==> src/rtl/filling_pkg.sv <==
// Shared constants and helpers for the filling-time BCD counter.
// Provides digit width, digit maximum, direction encodings and a decimal-to-BCD converter.
package filling_pkg;

    localparam int BCD_W = 4;
    localparam logic [3:0] DIGIT_MAX = 4'd9;
    localparam logic COUNT_UP = 1'b1;
    localparam logic COUNT_DOWN = 1'b0;

    // Converts a decimal value (up to four digits) to packed BCD, digit 0 in bits [3:0].
    function automatic logic [15:0] to_bcd(input int value);
        logic [15:0] bcd;
        int v;
        bcd = 16'h0000;
        v = value;
        for (int i = 0; i < 4; i++) begin
            bcd[i*4 +: 4] = 4'(v % 10);
            v = v / 10;
        end
        return bcd;
    endfunction

endpackage

==> src/rtl/filling_bcd_counter_digit.sv <==
// One BCD digit of the filling counter: holds its digit and ripples carry/borrow.
// Load and step decisions come from the top level; this cell only applies them.
module bcd_digit_cell
    import filling_pkg::*;
(
    input  logic             clk,
    input  logic             reset,
    input  logic             step,
    input  logic             dir,
    input  logic             cin,
    input  logic             ld,
    input  logic [BCD_W-1:0] ld_digit,
    output logic [BCD_W-1:0] digit,
    output logic [BCD_W-1:0] digit_nxt,
    output logic             cout
);

    logic [BCD_W-1:0] digit_r;

    // Next digit: load wins, otherwise step only when the lower digits carry/borrow in.
    always_comb begin
        digit_nxt = digit_r;
        cout      = 1'b0;
        if (ld) begin
            digit_nxt = ld_digit;
        end else if (step && cin) begin
            if (dir == COUNT_UP) begin
                if (digit_r >= DIGIT_MAX) begin
                    digit_nxt = 4'd0;
                    cout      = 1'b1;
                end else begin
                    digit_nxt = digit_r + 4'd1;
                end
            end else begin
                if (digit_r == 4'd0) begin
                    digit_nxt = DIGIT_MAX;
                    cout      = 1'b1;
                end else begin
                    digit_nxt = digit_r - 4'd1;
                end
            end
        end else begin
            digit_nxt = digit_r;
        end
    end

    // Digit register, cleared by the shared asynchronous reset.
    always_ff @(posedge clk or posedge reset) begin
        if (reset) begin
            digit_r <= 4'd0;
        end else begin
            digit_r <= digit_nxt;
        end
    end

    assign digit = digit_r;

endmodule

==> src/rtl/filling_bcd_counter.sv <==
// Multi-digit BCD counter for the filling-time path with load, up/down,
// wrap or saturate at the limits, and registered limit / terminal-count flags.
module filling_bcd_counter
    import filling_pkg::*;
#(
    parameter int DIGITS    = 2,
    parameter int MAX_COUNT = 99,
    parameter int WRAP      = 1
) (
    input  logic                  clk,
    input  logic                  reset,
    input  logic                  en,
    input  logic                  up_dn,
    input  logic                  load,
    input  logic [4*DIGITS-1:0]   load_val,
    output logic [4*DIGITS-1:0]   count,
    output logic                  at_max,
    output logic                  at_zero,
    output logic                  tc
);

    localparam int CW = BCD_W * DIGITS;
    localparam logic [15:0] MAX_BCD16 = to_bcd(MAX_COUNT);
    localparam logic [CW-1:0] MAX_BCD = MAX_BCD16[CW-1:0];
    localparam logic AT_MAX_RST = (MAX_COUNT == 0) ? 1'b1 : 1'b0;

    logic [CW-1:0] count_s;
    logic [CW-1:0] count_nxt_s;
    logic [CW-1:0] clamp_s;
    logic [CW-1:0] ld_val_s;
    logic [DIGITS:0] carry_s;
    logic          carry_unused_s;
    logic          step_s;
    logic          ld_s;
    logic          tc_nxt_s;
    logic          at_max_r;
    logic          at_zero_r;
    logic          tc_r;

    // Clamp each incoming digit to 9 so the counter never holds an invalid BCD digit.
    always_comb begin
        clamp_s = {CW{1'b0}};
        for (int i = 0; i < DIGITS; i++) begin
            clamp_s[i*BCD_W +: BCD_W] = (load_val[i*BCD_W +: BCD_W] > DIGIT_MAX) ?
                                        DIGIT_MAX : load_val[i*BCD_W +: BCD_W];
        end
    end

    // Step control; wrapping at a limit is done as a load of the opposite limit.
    always_comb begin
        step_s   = 1'b0;
        ld_s     = 1'b0;
        ld_val_s = {CW{1'b0}};
        tc_nxt_s = 1'b0;
        if (load) begin
            ld_s     = 1'b1;
            ld_val_s = (clamp_s > MAX_BCD) ? MAX_BCD : clamp_s;
        end else if (en) begin
            if ((up_dn == COUNT_UP) && (count_s == MAX_BCD)) begin
                tc_nxt_s = 1'b1;
                if (WRAP != 0) begin
                    ld_s     = 1'b1;
                    ld_val_s = {CW{1'b0}};
                end else begin
                    ld_s     = 1'b0;
                end
            end else if ((up_dn == COUNT_DOWN) && (count_s == {CW{1'b0}})) begin
                tc_nxt_s = 1'b1;
                if (WRAP != 0) begin
                    ld_s     = 1'b1;
                    ld_val_s = MAX_BCD;
                end else begin
                    ld_s     = 1'b0;
                end
            end else begin
                step_s = 1'b1;
            end
        end else begin
            step_s = 1'b0;
        end
    end

    assign carry_s[0] = 1'b1;

    for (genvar g = 0; g < DIGITS; g++) begin : g_digit
        bcd_digit_cell u_digit (
            .clk       (clk),
            .reset     (reset),
            .step      (step_s),
            .dir       (up_dn),
            .cin       (carry_s[g]),
            .ld        (ld_s),
            .ld_digit  (ld_val_s[g*BCD_W +: BCD_W]),
            .digit     (count_s[g*BCD_W +: BCD_W]),
            .digit_nxt (count_nxt_s[g*BCD_W +: BCD_W]),
            .cout      (carry_s[g+1])
        );
    end

    // The top digit never carries out because stepping stops at MAX_COUNT.
    assign carry_unused_s = carry_s[DIGITS];

    // Flags follow the next count so they line up with count itself.
    always_ff @(posedge clk or posedge reset) begin
        if (reset) begin
            at_max_r  <= AT_MAX_RST;
            at_zero_r <= 1'b1;
            tc_r      <= 1'b0;
        end else begin
            at_max_r  <= (count_nxt_s == MAX_BCD);
            at_zero_r <= (count_nxt_s == {CW{1'b0}});
            tc_r      <= tc_nxt_s;
        end
    end

    assign count   = count_s;
    assign at_max  = at_max_r;
    assign at_zero = at_zero_r;
    assign tc      = tc_r;

endmodule
==> config.mk <==
export PLATFORM = sky130hd
export DESIGN_NAME = filling_bcd_counter
export DESIGN_NICKNAME = d
export VERILOG_FILES = /design/src/rtl/filling_pkg.sv /design/src/rtl/filling_bcd_counter_digit.sv /design/src/rtl/filling_bcd_counter.sv
export SDC_FILE = /design/constraint.sdc
export NUM_CORES = 1
export LEC_CHECK = 0
export CAP_MARGIN = 15
export CORE_MARGIN = 3
export CORE_UTILIZATION = 25
export CTS_BUF_LIST = sky130_fd_sc_hd__clkbuf_8
export DETAILED_ROUTE_END_ITERATION = 8
export HOLD_SLACK_MARGIN = 0.08
export MAX_ROUTING_LAYER = met4
export SLEW_MARGIN = 25
export SYNTH_ARGS = -nofsm -noshare
export SYNTH_HDL_FRONTEND = slang
export SYNTH_SLANG_ARGS = --single-unit
export TNS_END_PERCENT = 50
==> constraint.sdc <==
create_clock -name clk -period 2.72 [get_ports clk]
set_input_delay 0.544 -clock clk [delete_from_list [all_inputs] [get_ports clk]]
set_output_delay 0.544 -clock clk [all_outputs]
set_load 0.05 [all_outputs]
# ---- After elaboration in Yosys (flattened, before gate mapping)
# Index checks and enable logic that the tools add are counted.
dict set report totals {
  ff_bits 11
  in_bits 13
  out_inout_bits 11
  elab_cells 55
}
dict set report op_classes {
  add_sub_neg 4
  n_lt_le_gt_ge 5
  eq_ne 2
  muxes 31
  n_bitwise 1
  reduce_logical 7
}
# operator count
set ops {}
lappend ops {{4-bit 2-to-1 mux} 12}
lappend ops {{8-bit 2-to-1 mux} 5}
lappend ops {{8-bit == test (second input constant)} 2}
lappend ops {{8-bit logical NOT} 2}
lappend ops {{1-bit 2-to-1 mux} 14}
lappend ops {{4-bit by 1-bit adder with 4-bit output (second input constant)} 2}
lappend ops {{4-bit >= comparator (second input constant)} 2}
lappend ops {{4-bit > comparator (second input constant)} 2}
lappend ops {{8-bit > comparator (second input constant)} 1}
lappend ops {{4-bit logical NOT} 2}
lappend ops {{4-bit by 1-bit subtractor with 4-bit output (second input constant)} 2}
lappend ops {{1-bit logical AND} 3}
lappend ops {{1-bit NOT} 1}

# ---- Logic depth before layout (Yosys ltp)
dict set report logic_depth {
  depth_word 12
  ltp_mapped 9
  ltp_nobuf 8
}

# ---- By module
# From an unflattened synthesis, not the netlist that was laid out.
dict set report hier_totals {
  cells_unflattened 147
  area_unflattened_um2 1137.3
}
# module n_inst cells_per_inst area_per_inst_um2 seq_area_each_um2
set by_module_without_submodules {}
lappend by_module_without_submodules {bcd_digit_cell 2 56 426.7 100.1}
lappend by_module_without_submodules {filling_bcd_counter 1 35 284.0 76.3}

# ---- Least setup slack after synthesis
# No wires, ideal clock.
dict set report synth_path {
  path_type {register -> register}
  startpoint {register g_digit[0].u_digit.digit_r[1]}
  endpoint {register at_max_r (netlist: at_max)}
  setup_time_ns 0.068
  arrival_ns 2.566
  required_time_ns 2.652
  setup_slack_ns 0.086
  stages_incl_launch_ff 10
  path_buffers 1
  period_less_slack_ns 2.634
  cell_sequence {dfrtp_1 > inv_1 > ha_1 > buf_4 > or4b_4 > o22ai_2 > nand3_2 > a311o_1 > a31oi_4 > and4_1}
}
dict set report synth_via {
  elab_chain_len 12
  elab_cells_between_ends 34
  classes_between {add/sub: 2; order compare: 1; eq/ne: 2; mux: 24; reduce/logical: 5}
}
# item line
set synth_rtl {}
lappend synth_rtl {{start: declaration} filling_bcd_counter_digit.sv:18} ;# logic [BCD_W-1:0] digit_r;
lappend synth_rtl {{start signal: assignment} filling_bcd_counter_digit.sv:52} ;# digit_r <= digit_nxt;
lappend synth_rtl {{8-bit logical NOT} filling_bcd_counter.sv:67} ;# end else if ((up_dn == COUNT_DOWN) && (count_s == {CW{1'b0}})) begin
lappend synth_rtl {{1-bit logical AND} filling_bcd_counter.sv:67}
lappend synth_rtl {{1-bit 2-to-1 mux} filling_bcd_counter.sv:67}
lappend synth_rtl {{1-bit 2-to-1 mux} filling_bcd_counter.sv:59} ;# if ((up_dn == COUNT_UP) && (count_s == MAX_BCD)) begin
lappend synth_rtl {{1-bit 2-to-1 mux} filling_bcd_counter.sv:58} ;# end else if (en) begin
lappend synth_rtl {{1-bit 2-to-1 mux} filling_bcd_counter.sv:55} ;# if (load) begin
lappend synth_rtl {{1-bit 2-to-1 mux} filling_bcd_counter_digit.sv:26} ;# end else if (step && cin) begin
lappend synth_rtl {{1-bit 2-to-1 mux} filling_bcd_counter_digit.sv:24} ;# if (ld) begin
lappend synth_rtl {{1-bit logical AND} filling_bcd_counter_digit.sv:26}
lappend synth_rtl {{4-bit 2-to-1 mux} filling_bcd_counter_digit.sv:26}
lappend synth_rtl {{4-bit 2-to-1 mux (*)} filling_bcd_counter_digit.sv:24}
lappend synth_rtl {{via count_nxt_s[4]} filling_bcd_counter.sv:28} ;# logic [CW-1:0] count_nxt_s;
lappend synth_rtl {{8-bit == test (*)} filling_bcd_counter.sv:110} ;# at_max_r <= (count_nxt_s == MAX_BCD);
lappend synth_rtl {{end signal: assignment} filling_bcd_counter.sv:110}
lappend synth_rtl {{end: declaration} filling_bcd_counter.sv:36} ;# logic at_max_r;
# The timed path passes the listed nets; every way through them passes the cells marked *.

# ---- Final worst setup path
dict set report layout_path {
  startpoint {input up_dn}
  endpoint {register at_zero_r (netlist: at_zero)}
}
dict set report layout_via {
  elab_chain_len 12
  elab_cells_between_ends 26
  classes_between {mux: 21; bitwise: 1; reduce/logical: 4}
}
# item line
set layout_rtl {}
lappend layout_rtl {{start: declaration} filling_bcd_counter.sv:13} ;# input logic up_dn,
lappend layout_rtl {{1-bit NOT} filling_bcd_counter.sv:67}
lappend layout_rtl {{1-bit logical AND} filling_bcd_counter.sv:67}
lappend layout_rtl {{1-bit 2-to-1 mux} filling_bcd_counter.sv:67}
lappend layout_rtl {{1-bit 2-to-1 mux} filling_bcd_counter.sv:59}
lappend layout_rtl {{1-bit 2-to-1 mux} filling_bcd_counter.sv:58}
lappend layout_rtl {{1-bit 2-to-1 mux} filling_bcd_counter.sv:55}
lappend layout_rtl {{1-bit 2-to-1 mux} filling_bcd_counter_digit.sv:26}
lappend layout_rtl {{1-bit 2-to-1 mux} filling_bcd_counter_digit.sv:24}
lappend layout_rtl {{1-bit logical AND} filling_bcd_counter_digit.sv:26}
lappend layout_rtl {{4-bit 2-to-1 mux} filling_bcd_counter_digit.sv:26}
lappend layout_rtl {{4-bit 2-to-1 mux (*)} filling_bcd_counter_digit.sv:24}
lappend layout_rtl {{via count_nxt_s[6]} filling_bcd_counter.sv:28}
lappend layout_rtl {{8-bit logical NOT (*)} filling_bcd_counter.sv:111} ;# at_zero_r <= (count_nxt_s == {CW{1'b0}});
lappend layout_rtl {{end signal: assignment} filling_bcd_counter.sv:111}
lappend layout_rtl {{end: declaration} filling_bcd_counter.sv:37} ;# logic at_zero_r;
# Marked as above.

==> metrics.yaml <==
outcome:
  status: "completed"
global_route:
  use_met1_pct: 18.2
  grt_pass1_vias: 1113
  antenna_found_initial: 0
  grt_pass1_wl_um: 5390
  use_met2_pct: 20.6
  globalRouteOverflowTotal: 0
  grtUsageMet3_pct: 0.958
  track_usage_pct: 12.7
  grt_max_degree: 22
  busiest_layer: "met2"
power:
  power_per_cell_area_mw_per_mm2: 458
  p_leak_nw: 0.617
  total_power_mw: 0.705
  vdd_ir_drop_max_v: 0.000318
synth:
  synth-main-ff-cell: "dfrtp_1"
  syn_nets: 160
  ys_types: 51
  yosysSeqAreaShare_pct: 24.2
  netlist_area_mm2: 0.00114
  async_flop_share_pct: 100
  synth_edf_count: 0
  yosysTopAreaCell: "dfrtp_1"
  synth.avg_cell_area_um2: 8.10
  yosys_warnings: 0
  synth_common_cells: "13 x a21oi_1, 13 x inv_1, 10 x dfrtp_1, 10 x nand2_1, 10 x o21ai_0"
  ys_ff_latch: 11
  ys_top_cells_by_area: "dfrtp_1 22%, ha_1 6.6%, a21oi_1 5.7%"
  syn_inst: 141
  synth.top_cell.area_share_pct: 21.9
final_layout:
  multi_input_area_um2: 779
  diodes: 0
  fillers: 442
  syn_to_final_growth_pct: 34.6
  nNetsFinal: 193
  drive_above_1_share_pct: 16.8
  area.sequential_um2: 277
clocking:
  cts.clk_slew.worst_paths_ns: 0.05
  cts.sinks: 11
  cts_setup_buffers: 0
  cts_tree: "yes"
  cts_resized: 0
  cts-root-buf: "clkbuf_8"
  clock_latency_ns: 0.23
  h-tree-depth: 1
  cts_buffers: 3
  cts_hold_buf: 0
  cts_buffer_depth: 2
critical_path:
  crit_path_start: "up_dn"
  endpoint: "at_zero"
  r2r_slack_ns: 0.33
  worstPathCellList: "clkdlybuf4s50_1 > or4b_4 > o22a_1 > nor4_2 > a211oi_1 > nor4_2 > nor4b_2"
  reg2reg_depth: 8
  crit_buf_inv: 1
  cp-start-kind: "input port"
  cp_max_fo: 2
  cpMaxStageDelayCell: "or4b_4"
  worstPathRequired_ns: 2.86
  critPathTopFamily: "simple AND/OR/NAND/NOR gates"
  cp_common_cell: "nor4_2"
  max_stage_delay_ns: 0.50
  arrival_ns: 2.63
  r2r-start: "g_digit[0].u_digit.digit[1]"
  r2r_end: "at_zero"
  critical_path_cell_count: 7
  path_class: "input port to register"
  end_kind: "register"
sta:
  rsz0062_at_grt: "false"
  slew_headroom_pct: 66.4
  tightest_slew_ns: 0.503
  finalCritPeriodShare_pct: 91.5
  min_period_ns: 2.49
  skew_ns: 0.00304
  totalNegativeSetupSlack_ns: 0
  fmax_mhz: 402
  finalHoldWorstSlack_ns: 0.602
  setup_viol: 0
  hold_viol_final: 0
  finalMaxSlewViolations: 0
worst_hold_path:
  min_path_type: "input port to async pin"
floorplanning:
  initial_core_util_pct: 27.2
  coreArea_mm2: 0.00420
  die_area_mm2: 0.00542
  io_pins: 24
  die_width_um: 73.6
  rows: 23
  die_y_um: 73.6
drt:
  drc: 0
  vias: 1199
  ant_nets: 0
  vias_per_cell: 5.38
  drtIter0Drc: 130
  wl_um: 3230
  routedWlPerCell_um: 14.5
  dr.pass1.iters: 4
job:
  maxCapViolCount: 0
placed_design:
  place_hpwl_um: 2550
  port_buffers: 23
  gp_congestion: 0.839
-- metal layers --
| layer | share of wire, % | vias to the layer above |
|---|---|---|
| li1 | - | 594 |
| met1 | 47 | 562 |
| met2 | 48 | 43 |
| met3 | 5.3 | 0 |
| met4 | 0 | 0 |
| met5 | 0 | - |
-- state kept, by name, summed over array words and instances (netlist names) --
register               count
at_max                     1
at_zero                    1
g_digit.u_digit.digit      8
tc                         1
-- logic make-up (layout without fill, tap and decap cells) --
kind of cell    after synthesis  after routing  share of synthesized area, %
compound gates               54             54                          32.4
simple gates                 48             48                          28.4
buf+inv                      21             53                          7.56
flops                        11             11                          24.2
fa+ha+maj                     6              6                          6.57
mux                           1              1                         0.876
-- cell type report --
type,instances,share of cell area [%]
clock buffer,3,2.69
clock inverter,1,0.325
inverter,14,3.42
multi-input combinational,109,50.7
sequential,11,18.0
tap,50,4.07
timing repair buffer,35,20.8
-- placed cells by master, fill, tap and decap left out, drive strengths merged, types with 2 or more instances in the layout --
cell and n:
buf 12, nand3b 2, a21o 2, o32ai 2
o22ai 2, nand3 3, a32oi 2, nor4b 2
dfrtp 10, nor3b 2, ha 6, o21ai 13
nand2b 6, nor3 2, nor2 7, o21bai 2
clkdlybuf4s50 23, a211oi 4, a31oi 5, inv 14
clkbuf 3, a21oi 13, nor4 3, nand2 10
and3 3
-- power by group --
group,leakage [nW],switching (mW),internal [mW]
combinational,0.457,0.208,0.144
clock,0.0255,0.0572,0.100
sequential,0.135,0.0160,0.179
-- per-stage QoR --
stage / worst slack [ns] / instance area (µm²) / utilization, % / instances
5_1_grt: 0.0791 / 1540 / 36.6 / 223
2_1_floorplan: 0.0859 / 1140 / - / 141
3_3_place_gp: 0.00960 / 1490 / 35.5 / 219
3_5_place_dp: -0.0313 / 1490 / 35.5 / 219
4_1_cts: 0.202 / 1540 / 36.6 / 223
6_report: 0.230 / 1540 / 36.6 / 223
-- how the worst min path moves through the flow --
| stage | slack, ns | end | depth (start not counted) |
|---|---|---|---|
| after floorplan | 0.40 | at_max | 1 |
| after global placement | 0.72 | g_digit[0].u_digit.digit[1] | 3 |
| after detailed placement | 0.73 | g_digit[0].u_digit.digit[1] | 3 |
| after CTS | 0.62 | tc | 2 |
| after global routing | 0.65 | tc | 2 |
| final | 0.60 | tc | 2 |
-- worst register-to-register path, cell delays in order, from the launching register on --
cell      delay, ns
dfrtp_1        0.37
inv_1          0.11
ha_1           0.20
or4b_4         0.47
o22a_1         0.25
nor4_2         0.27
a211oi_1       0.11
nor4_2         0.30
nor4b_2        0.24
Note: power is estimated with default switching activity, not from simulation.
